File: src/rtl/mul_div_unit.sv
`default_nettype none
// ---------------------------------------------------------------------------
// mul_div_unit : iterative unsigned multiply/divide, one bit per clock, with
// a single-cycle register-file write-back. Divider built only if MDU_DIV_EN.
// Revision: 1.0
// ---------------------------------------------------------------------------
module mul_div_unit #(
   parameter int WIDTH  = 32,
   parameter int ADDR_W = 5
) (
   input  logic              clk,
   input  logic              reset,
   input  logic              start,
   input  logic [1:0]        op,
   input  logic [WIDTH-1:0]  src_a,
   input  logic [WIDTH-1:0]  src_b,
   input  logic [ADDR_W-1:0] dest_add,
   output logic              busy,
   output logic              done,
   output logic              wb_en,
   output logic [ADDR_W-1:0] wb_add,
   output logic [WIDTH-1:0]  wb_data
);

   localparam int CNT_W = (WIDTH > 1) ? $clog2(WIDTH) : 1;
   localparam logic [CNT_W-1:0] C_LAST = CNT_W'(WIDTH - 1);

   typedef enum logic [1:0] {
      S_IDLE = 2'd0,
      S_RUN  = 2'd1,
      S_DONE = 2'd2
   } state_t;

   state_t              state_q;
   logic [CNT_W-1:0]    cnt_q;
   logic [1:0]          op_q;
   logic [ADDR_W-1:0]   dest_q;
   logic [WIDTH-1:0]    opnd_q;
   logic [WIDTH-1:0]    acc_q;
   logic [WIDTH-1:0]    lo_q;
   logic                done_q;
   logic                wb_en_q;
   logic [ADDR_W-1:0]   wb_add_q;
   logic [WIDTH-1:0]    wb_data_q;

   logic [WIDTH-1:0]    acc_d;
   logic [WIDTH-1:0]    lo_d;
   logic [WIDTH-1:0]    result_d;
   logic                wb_en_d;
   logic [WIDTH-1:0]    mul_addend;
   logic [WIDTH:0]      mul_sum;

   // acc holds the product high half / remainder, lo the multiplier / quotient
   always_comb begin
      mul_addend = lo_q[0] ? opnd_q : '0;
      mul_sum    = {1'b0, acc_q} + {1'b0, mul_addend};
   end

`ifdef MDU_DIV_EN
   logic [WIDTH:0] div_shift;
   logic [WIDTH:0] div_diff;
   logic           div_ge;

   always_comb begin
      div_shift = {acc_q, lo_q[WIDTH-1]};
      div_diff  = div_shift - {1'b0, opnd_q};
      // remainder < divisor, so a set top bit of the shifted value always fits
      div_ge    = div_shift[WIDTH] | ~div_diff[WIDTH];
      if (op_q[1]) begin
         acc_d = div_ge ? div_diff[WIDTH-1:0] : div_shift[WIDTH-1:0];
         lo_d  = {lo_q[WIDTH-2:0], div_ge};
      end else begin
         acc_d = mul_sum[WIDTH:1];
         lo_d  = {mul_sum[0], lo_q[WIDTH-1:1]};
      end
      result_d = op_q[0] ? acc_d : lo_d;
      wb_en_d  = (dest_q != '0);
   end
`else
   always_comb begin
      acc_d    = mul_sum[WIDTH:1];
      lo_d     = {mul_sum[0], lo_q[WIDTH-1:1]};
      result_d = op_q[1] ? '0 : (op_q[0] ? acc_d : lo_d);
      wb_en_d  = (dest_q != '0) && !op_q[1];
   end
`endif

   always_ff @(posedge clk or posedge reset) begin
      if (reset) begin
         state_q   <= S_IDLE;
         cnt_q     <= '0;
         op_q      <= '0;
         dest_q    <= '0;
         opnd_q    <= '0;
         acc_q     <= '0;
         lo_q      <= '0;
         done_q    <= 1'b0;
         wb_en_q   <= 1'b0;
         wb_add_q  <= '0;
         wb_data_q <= '0;
      end else begin
         case (state_q)
            S_IDLE: begin
               if (start) begin
                  state_q <= S_RUN;
                  cnt_q   <= '0;
                  acc_q   <= '0;
                  op_q    <= op;
                  dest_q  <= dest_add;
                  opnd_q  <= op[1] ? src_b : src_a;
                  lo_q    <= op[1] ? src_a : src_b;
               end
            end
            S_RUN: begin
               acc_q <= acc_d;
               lo_q  <= lo_d;
               cnt_q <= cnt_q + CNT_W'(1);
               if (cnt_q == C_LAST) begin
                  state_q   <= S_DONE;
                  done_q    <= 1'b1;
                  wb_en_q   <= wb_en_d;
                  wb_add_q  <= dest_q;
                  wb_data_q <= result_d;
               end
            end
            S_DONE: begin
               state_q <= S_IDLE;
               done_q  <= 1'b0;
               wb_en_q <= 1'b0;
            end
            default: begin
               state_q <= S_IDLE;
               done_q  <= 1'b0;
               wb_en_q <= 1'b0;
            end
         endcase
      end
   end

   assign busy    = (state_q != S_IDLE);
   assign done    = done_q;
   assign wb_en   = wb_en_q;
   assign wb_add  = wb_add_q;
   assign wb_data = wb_data_q;

endmodule
`default_nettype wire

File: config.mk
export PLATFORM = sky130hd
export DESIGN_NAME = mul_div_unit
export DESIGN_NICKNAME = d
export VERILOG_FILES = /design/src/rtl/mul_div_unit.sv
export SDC_FILE = /design/constraint.sdc
export NUM_CORES = 1
export LEC_CHECK = 0
export CORE_UTILIZATION = 51
export DETAILED_ROUTE_END_ITERATION = 8
export GPL_ROUTABILITY_DRIVEN = 0
export PLACE_DENSITY = 0.81
export REMOVE_ABC_BUFFERS = 1
export SLEW_MARGIN = 0
export SYNTH_ARGS = -nofsm -noshare
export SYNTH_HDL_FRONTEND = slang
export SYNTH_SLANG_ARGS = --single-unit
File: constraint.sdc
create_clock -name clk -period 4.7 [get_ports clk]
set_clock_uncertainty 0.15 [all_clocks]
set_input_delay 0.94 -clock clk [delete_from_list [all_inputs] [get_ports clk]]
set_output_delay 0.94 -clock clk [all_outputs]
set_load 0.1 [all_outputs]
==> summary.log <==
[status] result of the run finished, final reports clean
[floorplan] Die Width 133 um
[floorplan] row cnt 47
[setup_path] worst path bufs/invs 1
[sta] worst-margin pin slew 1.07 ns
[global_routing] pin count of the biggest net entering global routing 79
[cells_and_area] synthesis-to-layout area growth 20.9%
[power] share of power burned in the clock network 14.9%
[routing] final wirelength 22.3 mm
[floorplan] io pins 114
[setup_path] Crit Path Max Fanout 22
[setup_path] crit path capture acc_q[31]
[cts] Sinks on Clock Net 149
[cells_and_area] final net count 1122
[cells_and_area] most common library cell in the layout ignoring fill and taps sky130_fd_sc_hd__dfrtp_1
[yosys] fraction of the yosys area taken by sequential cells 42.8%
[min_path] path category of the worst min-delay check flip-flop to flip-flop
[yosys] synthesized instance count 942
[placed_design] number of placed cells counting well taps 1214
[global_routing] first-pass GRT wire length 37.4 mm
[yosys] number of enable-type register cells in the synthesized netlist 0
[cells_and_area] share of the core filled with cells in the final layout 63.3%
[cts] CTS tree built
[floorplan] initial cell density of the core 52.3%
[power] worst-case vdd ir drop 0.443 mV
[setup_path] R2R cell count 11
[cts] level count of the clock H-tree 4
[cts] # Post-CTS Setup Buffers 0
[setup_path] Worst path max stage delay 0.54 ns
[setup_path] category of the most critical setup path flip-flop to flip-flop
[yosys] count of yosys warnings during synthesis 0
[yosys] primary flip-flop cell chosen by synthesis mapping sky130_fd_sc_hd__dfrtp_1
[sta] worst hold margin 0.322 ns
[placed_design] area post-placement 9940 sq um
[routing] remaining antenna violation count after routing 0
[setup_path] CP Data Arrival Time 3.51 ns
[global_routing] initial antenna violation count 1
[setup_path] worst-path cell chain buf_4, and2_1, ha_1, a21oi_2, o211ai_2, a211oi_2, a31oi_4, a311oi_4, o31ai_4, a221oi_2, o21ai_1
[floorplan] Total Die Area 17600 sq um
[cells_and_area] share of cells above drive strength 1 6.34%
[routing] Vias 7474
[yosys] number of distinct library cell variants in the gate-level netlist after synthesis 60
[cells_and_area] Cell Count, Final, Fillers Out 1247
[sta] Final min period 3.37 ns
[setup_path] total stage count of the critical path 11
[power] switching pwr 4520 uW
[yosys] per-instance average area after synthesis 9.25 sq um
[setup_path] start point of the critical path lo_q[0]
[sta] Achievable Freq 0.296 GHz
[routing] iteration-0 DRC count of the detailed router 532
[setup_path] cell at the slowest stage of the critical path sky130_fd_sc_hd__dfrtp_1
[setup_path] category of the worst setup path capture point flip-flop
[routing] length of the first detailed-routing pass in iterations 5
[power] switching fraction of total power 49.6%
[setup_path] element type at the critical path start flip-flop
[sta] Final Hold Violating Endpoints 0
[routing] DRC violations left 0
[yosys] Syn Std Cell Area 8710 sq um
[routing] post-detailed-route via-to-cell ratio 5.99
[setup_path] category of cells accounting for the largest share of critical-path delay compound AO/OA/AOI/OAI gates
[power] power share of the combinational group 58.9%
[sta] relative max-transition margin 28.4%
[placed_design] total of buffers placed on input and output ports 113
[sta] number of setup violations in the final report 0
[cts] number of buffers added by the clock tree synthesis step 17
[sta] final period utilization 71.8%
[cts] number of buffers added to fix hold violations after cts 0
[global_routing] via count of the first global-routing pass 7340
[routing] Wirelength per Cell 17.9 um
[cts] maximum buffer depth of the clock tree 2
[min_path] cell depth of the worst min-delay path 2
[power] Reg power frac 26.2%
[cts] clock-pin transition on the worst setup and hold timing paths 0.07 ns
[setup_path] FF-to-FF Start lo_q[0]
[power] Pwr per Cell Area 865 nW/um^2
[placed_design] sum of net half-perimeters after detailed placement 14.5 mm
[yosys] total of flip-flops plus latches after synthesis 149
[run] number of max-cap violations 0
[floorplan] placeable core region 16600 sq um
[setup_path] worst reg-to-reg setup slack 1.33 ns
[cts] clock network latency to the later pin of the worst-skew pair 0.44 ns
[sta] number of slew-limit violations in the final report 0
[power] leakage 0.00458 uW
[sta] setup repair after global routing missed its margin false
[yosys] Async SR Flop Fraction 100%
[cells_and_area] leading cell types in the layout, fill and taps excluded sky130_fd_sc_hd__dfrtp_1 (149), sky130_fd_sc_hd__clkdlybuf4s50_1 (112), sky130_fd_sc_hd__nand2_1 (94)
[floorplan] Die Y 133 um
[global_routing] final global-route overflow total 0
[setup_path] required time reported for the critical path endpoint 4.84 ns
[global_routing] GRT Total Usage 26.8%
[setup_path] capturing point of the worst reg2reg path acc_q[31]
[cells_and_area] cell area after layout 10500 sq um
[cts] Gates resized, CTS repair 0
[cts] clock tree root driver cell sky130_fd_sc_hd__clkbuf_16
[power] cell internal power dissipation 4590 uW
-- Yosys cell counts (5+ instances only) --
cell / instances / share of area [%]
sky130_fd_sc_hd__dfrtp_1: 149 / 43
sky130_fd_sc_hd__a21o_1: 17 / 1.5
sky130_fd_sc_hd__nand4_1: 11 / 0.79
sky130_fd_sc_hd__o21ai_0: 76 / 4.4
sky130_fd_sc_hd__nor2_1: 83 / 3.6
sky130_fd_sc_hd__nor3_1: 7 / 0.40
sky130_fd_sc_hd__nor2b_1: 6 / 0.43
sky130_fd_sc_hd__clkbuf_1: 52 / 2.2
sky130_fd_sc_hd__nand3_1: 47 / 2.7
sky130_fd_sc_hd__a21oi_1: 65 / 3.7
sky130_fd_sc_hd__inv_1: 17 / 0.73
sky130_fd_sc_hd__a32oi_1: 8 / 0.80
sky130_fd_sc_hd__o21a_1: 7 / 0.60
sky130_fd_sc_hd__a31oi_1: 10 / 0.72
sky130_fd_sc_hd__mux2i_1: 64 / 7.4
sky130_fd_sc_hd__nand2_1: 95 / 4.1
sky130_fd_sc_hd__o21ai_1: 10 / 0.57
sky130_fd_sc_hd__a22o_1: 14 / 1.4
sky130_fd_sc_hd__and3_1: 7 / 0.50
sky130_fd_sc_hd__buf_1: 10 / 0.43
sky130_fd_sc_hd__buf_2: 5 / 0.29
sky130_fd_sc_hd__ha_1: 34 / 4.9
sky130_fd_sc_hd__a221o_1: 31 / 3.6
sky130_fd_sc_hd__xor2_1: 9 / 0.90
sky130_fd_sc_hd__xnor2_1: 16 / 1.6
sky130_fd_sc_hd__or3_1: 5 / 0.36
sky130_fd_sc_hd__and2_1: 32 / 2.3
-- worst register-to-register path: cells and delay by family, from the launching register on --
family	cells	cell delay [ns]
fa+ha+maj	1	0.32
compound gates	8	1.77
buf+inv	1	0.31
simple gates	1	0.16
flops	1	0.54
-- metrics by stage --
step                setup WS, ns  total power, uW  setup TNS (ns)
floorplan                 -0.398             6360          -59.35
global placement            1.45             7540               0
detailed placement          1.37             7690               0
CTS                         1.34             9070               0
global route                1.07             9750               0
finish                      1.33             9110               0
-- power groups by stage --
stage	sequential, uW	clock [uW]	combinational (uW)
after floorplan	3120	0	3240
after global placement	2370	0	5170
after detailed placement	2380	0	5310
after CTS	2380	1370	5330
after global routing	2450	1420	5870
final	2390	1360	5360
-- cell type report --
type	count	area [sq um]
Timing Repair Buffer	121	1200
Fill cell	1412	6110
Clock inverter	15	158
Antenna cell	1	2.50
Inverter	18	72.6
Multi-Input combinational cell	706	4670
Clock buffer	17	425
Tap cell	220	275
Sequential cell	149	3730
-- kinds of logic after synthesis --
kind of cell / synth area share, %
and+or+nand+nor: 16.4
adders and majority gates: 5.11
xor gates and xnor gates: 2.51
DFF: 42.8
AOI/OAI and AO/OA: 21.9
muxes: 7.35
buffers and inverters: 3.92
-- routing by layer --
metal,vias up,part of all wire [%],GRT usage (%)
li1,3569,-,-
met1,3633,47,37.0
met2,239,46,42.7
met3,33,5.6,4.41
met4,0,1.8,9.64
met5,-,0,0
-- registers in the layout (all words and copies together), names as in the netlist --
| register | count |
|---|---|
| acc_q | 32 |
| cnt_q | 5 |
| dest_q | 5 |
| done | 1 |
| lo_q | 32 |
| op_q | 2 |
| opnd_q | 32 |
| state_q | 2 |
| wb_add | 5 |
| wb_data | 32 |
| wb_en | 1 |
-- how the worst min path moves through the flow --
stage / from / endpoint / slack (ns)
final: wb_add[3] / wb_add[3] / 0.32
after global routing: wb_data[10] / wb_data[10] / 0.34
after CTS: wb_add[3] / wb_add[3] / 0.33
after detailed placement: wb_add[3] / wb_add[3] / 0.31
after global placement: wb_add[3] / wb_add[3] / 0.31
after floorplan: cnt_q[3] / cnt_q[3] / 0.29
Note: power is estimated with default switching activity, not from simulation.
